$ cat config.mk
export PLATFORM = sky130hd
export DESIGN_NAME = vid_sram_reader
export DESIGN_NICKNAME = d
export VERILOG_FILES = /design/src/rtl/vid_sram_reader.sv
export SDC_FILE = /design/constraint.sdc
export NUM_CORES = 1
export LEC_CHECK = 0
export ABC_AREA = 1
export CAP_MARGIN = 30
export CORE_MARGIN = 1.5
export CORE_UTILIZATION = 50
export DETAILED_ROUTE_END_ITERATION = 16
export PLACE_DENSITY = 0.91
export SLEW_MARGIN = 20
export SYNTH_ARGS = -nofsm -noshare
export SYNTH_HDL_FRONTEND = slang
export SYNTH_SLANG_ARGS = --single-unit
$ cat constraint.sdc
create_clock -name clk -period 2.6 [get_ports clk]
set_input_delay 0.52 -clock clk [delete_from_list [all_inputs] [get_ports clk]]
set_output_delay 0.52 -clock clk [all_outputs]
set_load 0.02 [all_outputs]
$ cat src/rtl/vid_sram_reader.sv
// vid_sram_reader
//   Read engine for the vid SRAM. On start it reads num_batch consecutive words
//   from start_addr and emits each word as Q vids on a valid/ready stream. The
//   stream starts with lane 0, which is the least significant bits of the word.
//   The engine drives raddr and absorbs the SRAM's 1-cycle registered read latency.
// Ports
//   clk, rst_n             clock, synchronous active-low reset
//   start                  1-cycle job request, sampled only in IDLE
//   start_addr, num_batch  job parameters, latched on an accepted start
//   raddr / rdata          SRAM read address (registered) / read data (1 cycle later)
//   vid_out, vid_valid     vid stream toward downstream; vid_ready is the back-pressure
//   vid_last               marks the final vid of the job
//   busy, done             engine active / 1-cycle job completion pulse
module vid_sram_reader #(
    parameter int unsigned ADDR_SPACE = 4,
    parameter int unsigned Q          = 16,
    parameter int unsigned VID_BW     = 16
) (
    input  logic                    clk,
    input  logic                    rst_n,
    input  logic                    start,
    input  logic [ADDR_SPACE-1:0]   start_addr,
    input  logic [ADDR_SPACE:0]     num_batch,
    output logic [ADDR_SPACE-1:0]   raddr,
    input  logic [VID_BW*Q-1:0]     rdata,
    output logic [VID_BW-1:0]       vid_out,
    output logic                    vid_valid,
    input  logic                    vid_ready,
    output logic                    vid_last,
    output logic                    busy,
    output logic                    done
);

    localparam int unsigned CNT_W  = ADDR_SPACE + 1;
    localparam int unsigned LANE_W = (Q > 1) ? $clog2(Q) : 1;
    localparam int unsigned WORD_W = VID_BW * Q;

    typedef enum logic [2:0] {
        IDLE   = 3'd0,
        REQ    = 3'd1,
        WAIT   = 3'd2,
        STREAM = 3'd3,
        DONE   = 3'd4
    } state_t;

    state_t                  state, state_nxt;
    logic [ADDR_SPACE-1:0]   raddr_nxt;
    logic [LANE_W-1:0]       lane, lane_nxt;
    logic [CNT_W-1:0]        cnt, cnt_nxt;
    logic [CNT_W-1:0]        nb_q, nb_nxt;
    logic [WORD_W-1:0]       word_q, word_nxt;
    logic [VID_BW-1:0]       vid_out_nxt;
    logic                    vid_valid_nxt, vid_last_nxt, busy_nxt, done_nxt;
    logic                    lane_end, word_end;

    assign lane_end = (lane == LANE_W'(Q - 1));
    assign word_end = (cnt == nb_q - CNT_W'(1));

    // Next-state and next-output logic; outputs are registered from the *_nxt values.
    always_comb begin
        state_nxt = state;
        raddr_nxt = raddr;
        lane_nxt  = lane;
        cnt_nxt   = cnt;
        nb_nxt    = nb_q;
        word_nxt  = word_q;

        unique case (state)
            IDLE: begin
                if (start) begin
                    nb_nxt    = num_batch;
                    raddr_nxt = start_addr;
                    cnt_nxt   = '0;
                    lane_nxt  = '0;
                    state_nxt = (num_batch == '0) ? DONE : REQ;
                end
            end
            REQ: state_nxt = WAIT;
            WAIT: begin
                word_nxt  = rdata;
                lane_nxt  = '0;
                state_nxt = STREAM;
            end
            STREAM: begin
                if (vid_ready) begin
                    if (!lane_end) begin
                        lane_nxt = lane + LANE_W'(1);
                    end else if (word_end) begin
                        state_nxt = DONE;
                    end else begin
                        raddr_nxt = raddr + ADDR_SPACE'(1);
                        cnt_nxt   = cnt + CNT_W'(1);
                        state_nxt = REQ;
                    end
                end
            end
            DONE: state_nxt = IDLE;
            default: state_nxt = IDLE;
        endcase

        vid_valid_nxt = (state_nxt == STREAM);
        vid_out_nxt   = word_nxt[lane_nxt*VID_BW +: VID_BW];
        vid_last_nxt  = (state_nxt == STREAM) && (lane_nxt == LANE_W'(Q - 1))
                        && (cnt_nxt == nb_nxt - CNT_W'(1));
        busy_nxt      = (state_nxt != IDLE);
        done_nxt      = (state_nxt == DONE);
    end

    // State, counters and registered outputs.
    always_ff @(posedge clk) begin
        if (!rst_n) begin
            state     <= IDLE;
            raddr     <= '0;
            lane      <= '0;
            cnt       <= '0;
            nb_q      <= '0;
            vid_out   <= '0;
            vid_valid <= 1'b0;
            vid_last  <= 1'b0;
            busy      <= 1'b0;
            done      <= 1'b0;
        end else begin
            state     <= state_nxt;
            raddr     <= raddr_nxt;
            lane      <= lane_nxt;
            cnt       <= cnt_nxt;
            nb_q      <= nb_nxt;
            vid_out   <= vid_out_nxt;
            vid_valid <= vid_valid_nxt;
            vid_last  <= vid_last_nxt;
            busy      <= busy_nxt;
            done      <= done_nxt;
        end
    end

    // Word buffer needs no reset; it is always loaded before being streamed.
    always_ff @(posedge clk) begin
        word_q <= word_nxt;
    end

endmodule
==> impl_metrics.env, run 1 <==
export IMPL_status="completed"
export IMPL_maxCapViolations=0
export IMPL_antenna_found_initial=2
export IMPL_fillerInstances=1913
export IMPL_p_per_area_nw_per_um2=1084
export IMPL_dieArea_um2=26360
export IMPL_viasPerCell=5.464
export IMPL_rsz0062_at_grt="false"
export IMPL_p_comb_share_pct=34.7
export IMPL_synth_seq_cells=297
export IMPL_clock_fmax_mhz=406.6
export IMPL_dp_hpwl_um=31930
export IMPL_seq_area_um2=5946
export IMPL_finalWorstSetupSlack_ns=0.1405
export IMPL_cp_cell_sequence="ha_1, nand3_2, nand2_2, inv_2, or2_0, nand3_2, nand2_8, inv_2, buf_12, nor2_1, o211ai_1, o211ai_1, nand2_1"
export IMPL_grt_max_degree=101
export IMPL_gp_congestion=1.008
export IMPL_worst_slew_pin_slew_ns=0.5815
export IMPL_path_clk_slew_ns=0.06
export IMPL_grtUsageTotal_pct=32.39
export IMPL_final_common_cell="nand2_1"
export IMPL_dr_pass1_iters=6
export IMPL_cts_buffers=30
export IMPL_clockRootBuffer="clkbuf_16"
export IMPL_hold_violations=0
export IMPL_ir_drop_uv=547.5
export IMPL_tns_ns=0
export IMPL_p_leak_nw=7.708
export IMPL_num_rows=58
export IMPL_synth_area_um2=12700
export IMPL_cts_tree="built"
export IMPL_cts_sinks=297
export IMPL_r2r_start="lane[0]$_SDFF_PN0_"
export IMPL_start_util_pct=50.72
export IMPL_worstSetupEndpointType="register"
export IMPL_post_route_util_pct=68.70
export IMPL_avgSynthCellArea_um2=7.182
export IMPL_cts_max_level=1
export IMPL_num_vias=13050
export IMPL_drt_iter0_markers=1339
export IMPL_fin_crit_sh_pct=94.60
export IMPL_final_cell_mix="nand2_1 (715), dfxtp_1 (297), clkdlybuf4s50_1 (292)"
export IMPL_worstPathMaxFanout=32
export IMPL_crit_type="reg -> reg"
export IMPL_worstPathRequired_ns=3.11
export IMPL_setup_viol_count_final=0
export IMPL_clk_path_buf_depth=3
export IMPL_drcViolationCount=0
export IMPL_area_delta_synth_final_pct=35.44
export IMPL_cp_slowest_stage_delay_ns=0.40
export IMPL_maxSlewViolCount=0
export IMPL_synthCells=1768
export IMPL_ys_seq_area_share_pct=46.82
export IMPL_multi_input_area_um2=5842
export IMPL_p_clk_share_pct=25.9
export IMPL_swShare_pct=34.87
export IMPL_crit_path_start="lane[0]$_SDFF_PN0_"
export IMPL_net_switching_power_w=0.006501
export IMPL_synth_nets=2042
export IMPL_synth_cell_types=40
export IMPL_hp_class="reg -> reg"
export IMPL_antenna_left=0
export IMPL_worstPathArrival_ns=2.97
export IMPL_holdWs_ns=0.4484
export IMPL_hp_start="word_q[169]$_DFF_P_"
export IMPL_overflow=0
export IMPL_crit_slowest_cell="dfxtp_1"
export IMPL_cts_hold_fix_buffers=0
export IMPL_routed_wl_um=43250
export IMPL_io_buffers=292
export IMPL_worstSetupStartpointType="register"
export IMPL_dp_slack_ns=-0.1304
export IMPL_fp_dieH_um=162.4
export IMPL_pin_count=293
export IMPL_clock_latency_ns=0.57
export IMPL_ys_warn_count=0
export IMPL_relSlewSlack_pct=60.82
export IMPL_routedWlPerCell_um=18.11
export IMPL_chipWidth_um=162.4
export IMPL_first_global_vias=12580
export IMPL_nets=2307
export IMPL_pwr_share_seq_pct=39.4
export IMPL_grt_pass1_wl_um=66610
export IMPL_drive_gt1_share_pct=9.241
export IMPL_period_needed_ns=2.460
export IMPL_coreArea_um2=25040
export IMPL_p_int_w=0.01214
export IMPL_finalClockSkew_ns=0.02021
-- metrics by stage --
step / total power [W] / std cells / cell area [um2]
after floorplan: 0.01123 / 1768 / 12700
after global placement: 0.01331 / 2331 / 16060
after detailed placement: 0.01357 / 2331 / 16060
after CTS: 0.01845 / 2386 / 17190
after global routing: 0.01962 / 2388 / 17200
final: 0.01864 / 2388 / 17200
-- repair_timing --
action                                  4_1_cts  5_1_grt
buffers inserted                              0        0
gates resized for setup                       0        1
hold endpoints to repair                      0        0
endpoints found under the setup margin        0        1
-- power by group through the flow --
| stage | combinational [W] | clock, W | sequential, W |
|---|---|---|---|
| global placement | 0.00602 | 0 | 0.00729 |
| global route | 0.00709 | 0.00504 | 0.00749 |
| CTS | 0.00631 | 0.00483 | 0.00731 |
| detailed placement | 0.00619 | 0 | 0.00738 |
| floorplan | 0.00392 | 0 | 0.00732 |
| finish | 0.00647 | 0.00483 | 0.00734 |
-- cells in the mapped netlist --
master	n	area share, %
a21oi_1	20	0.79
a21oi_2	1	0.069
a221oi_1	1	0.069
a31oi_1	3	0.15
and3_1	2	0.099
buf_1	2	0.059
buf_2	52	2.0
buf_4	3	0.18
buf_6	11	0.98
clkbuf_1	40	1.2
clkinv_1	1	0.030
dfxtp_1	297	47
ha_1	5	0.49
inv_1	91	2.7
inv_2	9	0.27
nand2_1	716	21
nand2_2	5	0.25
nand2_4	1	0.089
nand3_1	38	1.5
nand3_2	3	0.24
nand3b_1	3	0.18
nand4_1	6	0.30
nor2_1	93	2.7
nor2_2	1	0.049
nor2_4	1	0.089
nor3_1	2	0.079
nor3b_1	1	0.059
nor4_1	1	0.049
o211a_1	1	0.079
o211ai_1	115	6.8
o21a_1	1	0.059
o21ai_0	150	5.9
o21ai_1	20	0.79
o21ai_2	2	0.14
o22ai_1	1	0.049
or2_0	1	0.049
or2_1	1	0.049
or2_2	63	3.1
xnor2_1	2	0.14
xor2_1	2	0.14
-- routing by layer --
metal / vias to the layer above / part of all wire [%] / global-route usage, %
li1: 6210 / - / -
met2: 734 / 46 / 54.43
met3: 116 / 10 / 5.628
met1: 5989 / 39 / 40.75
met5: - / 0 / 0
met4: 0 / 4.4 / 14.47
-- cell type report --
type / count / share of cell area [%]
flip-flops and latches: 297 / 34.57
multi-input cells: 1262 / 33.97
repair buffers: 341 / 20.22
clock buffers: 40 / 5.107
well taps: 330 / 2.401
inverters: 101 / 2.233
clock inverters: 15 / 1.470
diodes: 2 / 0.02910
-- worst max-delay path: cells and delay by family (launching register included) --
family / cells / cell delay [ns]
buffers and inverters: 3 / 0.35
flip-flops: 1 / 0.40
AND/OR/NAND/NOR: 7 / 0.83
adder cells (fa/ha/maj): 1 / 0.25
AO/OA/AOI/OAI: 2 / 0.58
-- logic make-up (layout without fill, tap and decap cells) --
group | count (synthesis) | count (layout) | synth area share (%)
simple gates | 938 | 938 | 30.08
compound gates | 315 | 315 | 14.90
flops | 297 | 297 | 46.82
buf+inv | 209 | 497 | 7.429
fa+ha+maj | 5 | 5 | 0.4927
xor+xnor | 4 | 4 | 0.2759
other cells | 0 | 2 | 0
-- state kept, by name, indices dropped and copies added, names as in the netlist --
signal     cells
done           1
state          3
vid_out       16
lane           4
busy           1
word_q       256
raddr          4
cnt            5
nb_q           5
vid_valid      1
vid_last       1
-- final timing paths --
check | end | slack [ns] | cells after the start
max | vid_out[5]$_SDFF_PN0_ | 0.14 | 13
min | word_q[169]$_DFF_P_ | 0.45 | 2
max reg2reg | vid_out[5]$_SDFF_PN0_ | 0.14 | 13
min reg2reg | word_q[169]$_DFF_P_ | 0.45 | 2
Power figures use the tool's default switching activity.
==> run 2: changes to the inputs <==
ABC_AREA = not set   (was 1)
CELL_PAD_IN_SITES_DETAIL_PLACEMENT = 1   (was not set)
CELL_PAD_IN_SITES_GLOBAL_PLACEMENT = 1   (was not set)
CORE_UTILIZATION = 39   (was 50)
PLACE_DENSITY = 0.9   (was 0.91)
==> run 2 against run 1 <==
Register-to-register slack lost 0.39 ns; die area grew 28%; setup slack lost 0.39 ns; clock power shrank 1%; the run now ends with negative setup slack left; sequential share of layout area shrank 3.1 points; combinational power shrank 17%; wire length grew 19%; final cell count shrank 17%; critical path type unchanged; flip-flop and latch count is the same; synthesized area grew 0.20%; count of clock-buffer cells in the layout grew 9.
==> impl_metrics.env, run 2 <==
export IMPL_cts_hold_fix_buffers=0
export IMPL_chipWidth_um=183.6
export IMPL_dp_slack_ns=-0.9036
export IMPL_dpl_cell_area_um2=16980
export IMPL_cts_tree="built"
export IMPL_maxSlewViolCount=0
export IMPL_dr_pass1_iters=4
export IMPL_synth_nets=1386
export IMPL_top_register="word_q"
export IMPL_antenna_left=0
export IMPL_synthCells=1112
export IMPL_crit_slowest_cell="nor4b_4"
export IMPL_period_needed_ns=2.852
export IMPL_io_buffers=292
export IMPL_viasPerCell=5.508
export IMPL_worstSetupStartpointType="register"
export IMPL_cpLargestDelayFamily="simple AND/OR/NAND/NOR gates"
export IMPL_yosys_cell_count_top_type="dfxtp_1"
export IMPL_largest_register_ffs=256
export IMPL_cp_slowest_stage_delay_ns=0.39
export IMPL_ys_dominant_reg_cell="dfxtp_1"
export IMPL_synth_area_um2=12720
export IMPL_tns_ns=-0.5235
export IMPL_dp_hpwl_um=34620
export IMPL_p_leak_nw=7.232
export IMPL_dieArea_um2=33720
export IMPL_drt_iter0_markers=606
export IMPL_ys_seq_area_share_pct=46.73
export IMPL_drive_gt1_share_pct=39.68
export IMPL_routedWlPerCell_um=25.91
export IMPL_hp_class="reg -> reg"
export IMPL_setup_viol_count_final=7
export IMPL_synthTopCellsByCount="dfxtp_1 (297), mux2_2 (288), o211ai_1 (64)"
export IMPL_worst_path_buf_inv=1
export IMPL_clk_path_buf_depth=3
export IMPL_fp_dieH_um=183.6
export IMPL_async_flop_share_pct=0
export IMPL_gp_congestion=0.8178
export IMPL_routed_wl_um=51350
export IMPL_maxCapViolations=0
export IMPL_fillerInstances=3226
export IMPL_clockRootBuffer="clkbuf_16"
export IMPL_relSlewSlack_pct=58.83
export IMPL_cts_buffers=34
export IMPL_power_w=0.01716
export IMPL_rsz0062_at_grt="true"
export IMPL_worstSetupEndpointType="register"
export IMPL_worstPathRequired_ns=3.03
export IMPL_antenna_found_initial=11
export IMPL_ir_drop_uv=550.2
export IMPL_synth_seq_cells=297
export IMPL_nets=1790
export IMPL_num_vias=10920
export IMPL_coreArea_um2=31800
export IMPL_grt_pass1_wl_um=71020
export IMPL_overflow=0
export IMPL_fin_area_um2=18920
export IMPL_status="finished with violations"
export IMPL_start_util_pct=40.01
export IMPL_yosys_top_cells_area="dfxtp_1 (47%), mux2_2 (25%), o211ai_1 (3.8%)"
export IMPL_first_global_vias=11810
export IMPL_grt_max_degree=54
export IMPL_finalWorstSetupSlack_ns=-0.2519
export IMPL_synth_top_cell_area_share_pct=46.73
export IMPL_synth_edff_count=0
export IMPL_path_clk_slew_ns=0.06
export IMPL_worst_slew_pin_slew_ns=0.6156
export IMPL_clock_latency_ns=0.52
export IMPL_fin_crit_sh_pct=109.7
export IMPL_cts_sinks=297
export IMPL_post_route_util_pct=59.51
export IMPL_rrSetupSlack_ns=-0.25
export IMPL_area_delta_synth_final_pct=48.73
export IMPL_ys_warn_count=0
export IMPL_yosys_area_top_type="dfxtp_1"
export IMPL_clock_fmax_mhz=350.6
export IMPL_grtUsageTotal_pct=28.08
export IMPL_worstPathMaxFanout=4
export IMPL_synth_cell_types=69
export IMPL_cp_cell_sequence="nor4b_4, buf_4, nor2_4, a21oi_4, ha_4, nor3b_4, xor2_2, mux2i_2, o311ai_2, a2111oi_4, nand3_1, nor4_2"
export IMPL_drcViolationCount=0
export IMPL_hold_violations=0
export IMPL_p_per_area_nw_per_um2=907.1
export IMPL_crit_type="reg -> reg"
export IMPL_worstPathArrival_ns=3.28
export IMPL_finalClockSkew_ns=0.009564
export IMPL_top_regs="word_q: 256 flops, vid_out: 16 flops"
export IMPL_avgSynthCellArea_um2=11.44
export IMPL_num_rows=65
export IMPL_cts_max_level=2
export IMPL_final_cell_mix="dfxtp_1 (291), clkdlybuf4s50_1 (291), mux2_2 (287)"
export IMPL_pin_count=293
export IMPL_violations="negative setup slack"
[run 2: timing repair]
action,CTS,global route
buffers inserted,8,20
resized for setup,30,41
setup endpoints to repair,19,20
cloned,4,5
hold endpoints to repair,0,0
pin swaps,7,14
[run 2: kinds of logic (layout without fill, tap and decap cells)]
kind of cell	Yosys count	in the layout	synth area share (%)
xor gates and xnor gates	13	13	0.9539
and+or+nand+nor	227	227	10.96
other	0	7	0
AOI/OAI and AO/OA	183	183	11.28
DFF	297	297	46.73
muxes	300	300	26.43
adders and majority gates	5	5	0.4917
buffers and inverters	87	515	3.147
[run 2: through the flow]
| step | std cells | hold slack (ns) |
|---|---|---|
| floorplan | 1112 | 0.4440 |
| global placement | 1880 | 0.4497 |
| detailed placement | 1881 | 0.4558 |
| CTS | 1953 | 0.4697 |
| global route | 1981 | 0.4832 |
| finish | 1982 | 0.4706 |
[run 2: per-layer routing]
| metal | wire length, um | vias to the layer above | part of all wire, % | track usage, % |
|---|---|---|---|---|
| li1 | - | 4870 | - | - |
| met2 | 25760 | 449 | 50 | 49.44 |
| met4 | 2554 | 6 | 5.0 | 13.05 |
| met5 | 43 | - | 0.084 | 0 |
| met3 | 3466 | 141 | 6.7 | 6.537 |
| met1 | 19530 | 5451 | 38 | 32.11 |
[run 2: layout make-up]
type                            count  area (um2)  share of cell area (%)
Antenna cell                        7       17.52                 0.09257
Clock buffer                       49       957.2                   5.058
Clock inverter                     11       130.1                  0.6877
Inverter                            9       33.78                  0.1785
Multi-Input combinational cell    728        6751                   35.68
Sequential cell                   297        5956                   31.47
Tap cell                          435       544.3                   2.876
Timing Repair Buffer              446        4533                   23.96
[run 2: power breakdown]
| group | internal, W | leakage [nW] | switching, W |
|---|---|---|---|
| Clock | 0.00278 | 0.531 | 0.00199 |
| Sequential | 0.00643 | 2.50 | 0.000586 |
| Combinational | 0.00302 | 4.20 | 0.00236 |
| Total | 0.0122 | 7.23 | 0.00494 |
[run 2: worst paths after layout]
check | from | endpoint | cells after the start
setup / recovery | state[1]$_SDFF_PN0_ | vid_last$_SDFF_PN0_ | 12
hold / removal | word_q[192]$_DFF_P_ | word_q[192]$_DFF_P_ | 1
setup reg to reg | state[1]$_SDFF_PN0_ | vid_last$_SDFF_PN0_ | 12
hold reg to reg | word_q[192]$_DFF_P_ | word_q[192]$_DFF_P_ | 1
[run 2: worst register-to-register path, stage by stage, from the launching register on]
cell,delay [ns]
dfxtp_4,0.36
nor4b_4,0.39
buf_4,0.21
nor2_4,0.04
a21oi_4,0.15
ha_4,0.16
nor3b_4,0.21
xor2_2,0.11
mux2i_2,0.31
o311ai_2,0.20
a2111oi_4,0.36
nand3_1,0.14
nor4_2,0.13
==> run 3: changes to the inputs <==
TNS_END_PERCENT = 10   (was not set)
==> run 3 against run 2 <==
The run still ends with negative setup slack left; sequential share of layout area increased by 0.51 points; sequential power about the same; wire length decreased by 4.6%; critical path type unchanged; critical endpoint unchanged; largest cell class unchanged; highest routed layer unchanged.
==> impl_metrics.env, run 3 (synthesis results as in run 2) <==
export IMPL_hp_class="reg -> reg"
export IMPL_viasPerCell=5.373
export IMPL_period_needed_ns=2.945
export IMPL_hp_start="word_q[127]$_DFF_P_"
export IMPL_first_global_vias=11690
export IMPL_gp_congestion=0.8178
export IMPL_worst_slew_pin_slew_ns=0.5550
export IMPL_num_rows=65
export IMPL_largest_register_ffs=256
export IMPL_power_w=0.01693
export IMPL_p_clk_share_pct=27.8
export IMPL_ir_drop_uv=555.4
export IMPL_drive_gt1_share_pct=39.20
export IMPL_setup_viol_count_final=10
export IMPL_drcViolationCount=0
export IMPL_overflow=0
export IMPL_maxSlewViolCount=0
export IMPL_fp_dieH_um=183.6
export IMPL_crit_type="reg -> reg"
export IMPL_rrSetupSlack_ns=-0.34
export IMPL_grtUsageTotal_pct=27.52
export IMPL_hold_end="word_q[127]$_DFF_P_"
export IMPL_place_inst=1881
export IMPL_worstPathRequired_ns=3.02
export IMPL_cts_sinks=297
export IMPL_dieArea_um2=33720
export IMPL_path_clk_slew_ns=0.06
export IMPL_fin_area_um2=18630
export IMPL_clock_fmax_mhz=339.6
export IMPL_cts_hold_fix_buffers=0
export IMPL_worstPathMaxFanout=4
export IMPL_finalWorstSetupSlack_ns=-0.3450
export IMPL_violations="negative setup slack"
export IMPL_relSlewSlack_pct=62.88
export IMPL_grt_pass1_wl_um=69810
export IMPL_coreArea_um2=31800
export IMPL_finalClockSkew_ns=0.01321
export IMPL_top_register="word_q"
export IMPL_start_util_pct=40.01
export IMPL_p_per_area_nw_per_um2=908.9
export IMPL_dp_slack_ns=-0.9036
export IMPL_cts_buffers=34
export IMPL_worstSetupEndpointType="register"
export IMPL_reg2reg_depth=12
export IMPL_p_leak_nw=7.107
export IMPL_layoutNonFillerInstCount=1970
export IMPL_p_comb_share_pct=30.9
export IMPL_status="finished with violations"
export IMPL_antenna_left=0
export IMPL_hold_violations=0
export IMPL_top_regs="word_q: 256 flops, vid_out: 16 flops"
export IMPL_dr_pass1_iters=4
export IMPL_antenna_found_initial=10
export IMPL_post_route_util_pct=58.58
export IMPL_swShare_pct=28.14
export IMPL_clk_path_buf_depth=3
export IMPL_pwr_share_seq_pct=41.3
export IMPL_io_buffers=292
export IMPL_cts_max_level=2
export IMPL_chipWidth_um=183.6
export IMPL_nets=1778
export IMPL_dp_hpwl_um=34620
export IMPL_p_int_w=0.01217
export IMPL_worstSetupStartpointType="register"
export IMPL_final_common_cell="clkdlybuf4s50_1"
export IMPL_whs_path_depth=1
export IMPL_grt_max_degree=54
export IMPL_dpl_cell_area_um2=16980
export IMPL_net_switching_power_w=0.004764
export IMPL_num_vias=10590
export IMPL_maxCapViolations=0
export IMPL_r2r_end="vid_last$_SDFF_PN0_"
export IMPL_pin_count=293
export IMPL_worstPathArrival_ns=3.36
export IMPL_cts_tree="built"
export IMPL_drt_iter0_markers=526
export IMPL_clockRootBuffer="clkbuf_16"
export IMPL_fillerInstances=3239
export IMPL_fin_crit_sh_pct=113.3
export IMPL_rsz0062_at_grt="true"
export IMPL_final_cell_mix="clkdlybuf4s50_1 (291), dfxtp_1 (290), mux2_2 (287)"
export IMPL_routed_wl_um=49010
export IMPL_r2r_start="state[0]$_SDFF_PN0_"
export IMPL_clock_latency_ns=0.51
export IMPL_area_delta_synth_final_pct=46.41
export IMPL_routedWlPerCell_um=24.88
## run 3: cell types whose count changed in the layout (fill, tap and decap cells not counted), sizes merged
cell,before,now
bufbuf,2,0
buf,147,138
clkbuf,54,53
## run 3: area by class of cell
class                      count  area [um2]  area share [%]
inverter                       9       33.78          0.1814
multi-input combinational    728        6721           36.08
clock inverter                11       130.1          0.6985
timing repair buffer         434        4267           22.90
antenna                        7       17.52         0.09404
sequential                   297        5957           31.98
clock buffer                  49       957.2           5.138
tap                          435       544.3           2.922
## run 3: layer usage
layer	share of wire, %	GRT usage, %	up-vias
met5	0.12	0	-
met4	4.2	11.21	8
met3	6.1	6.676	122
met2	51	49.18	361
met1	39	31.30	5261
li1	-	-	4833
## run 3: worst max-delay path by stage
stage,from,depth (start not counted),to
4_1_cts,state[2]$_SDFF_PN0_,12,vid_last$_SDFF_PN0_
6_report,state[0]$_SDFF_PN0_,12,vid_last$_SDFF_PN0_
3_3_place_gp,start,10,vid_out[0]$_SDFF_PN0_
3_5_place_dp,start,13,vid_last$_SDFF_PN0_
5_1_grt,state[0]$_SDFF_PN0_,12,vid_last$_SDFF_PN0_
2_1_floorplan,state[1]$_SDFF_PN0_,12,vid_last$_SDFF_PN0_
## run 3: critical path, cell delays in order, from the launching register on
cell and delay, ns:
dfxtp_2 0.34, nor4b_4 0.34, buf_4 0.20, nor2_4 0.04, a21oi_2 0.17, ha_2 0.24
nor3b_2 0.20, xor2_1 0.22, mux2i_2 0.14, a22o_1 0.23, a2111oi_4 0.36, nand3_1 0.18
nor4_2 0.19
## run 3: through the flow
step / setup TNS, ns / hold slack [ns]
after CTS: -0.4816 / 0.4697
after global routing: -1.486 / 0.4777
after floorplan: -0.1328 / 0.4440
after detailed placement: -11.93 / 0.4558
final: -0.5575 / 0.4698
after global placement: -11.00 / 0.4497
## run 3: power by group through the flow
stage / combinational [W] / sequential [W] / clock, W
finish: 0.00522 / 0.00699 / 0.00471
global route: 0.00552 / 0.00715 / 0.00496
CTS: 0.00505 / 0.00697 / 0.00477
detailed placement: 0.00488 / 0.00703 / 0
global placement: 0.00463 / 0.00688 / 0
floorplan: 0.00314 / 0.00689 / 0
## run 3: repair_timing
| action | 4_1_cts | 5_1_grt |
|---|---|---|
| pin swaps | 7 | 15 |
| cloned | 0 | 4 |
| resized for setup | 29 | 32 |
| hold endpoints to repair | 0 | 0 |
| endpoints found under the setup margin | 19 | 20 |
| buffers inserted | 5 | 15 |
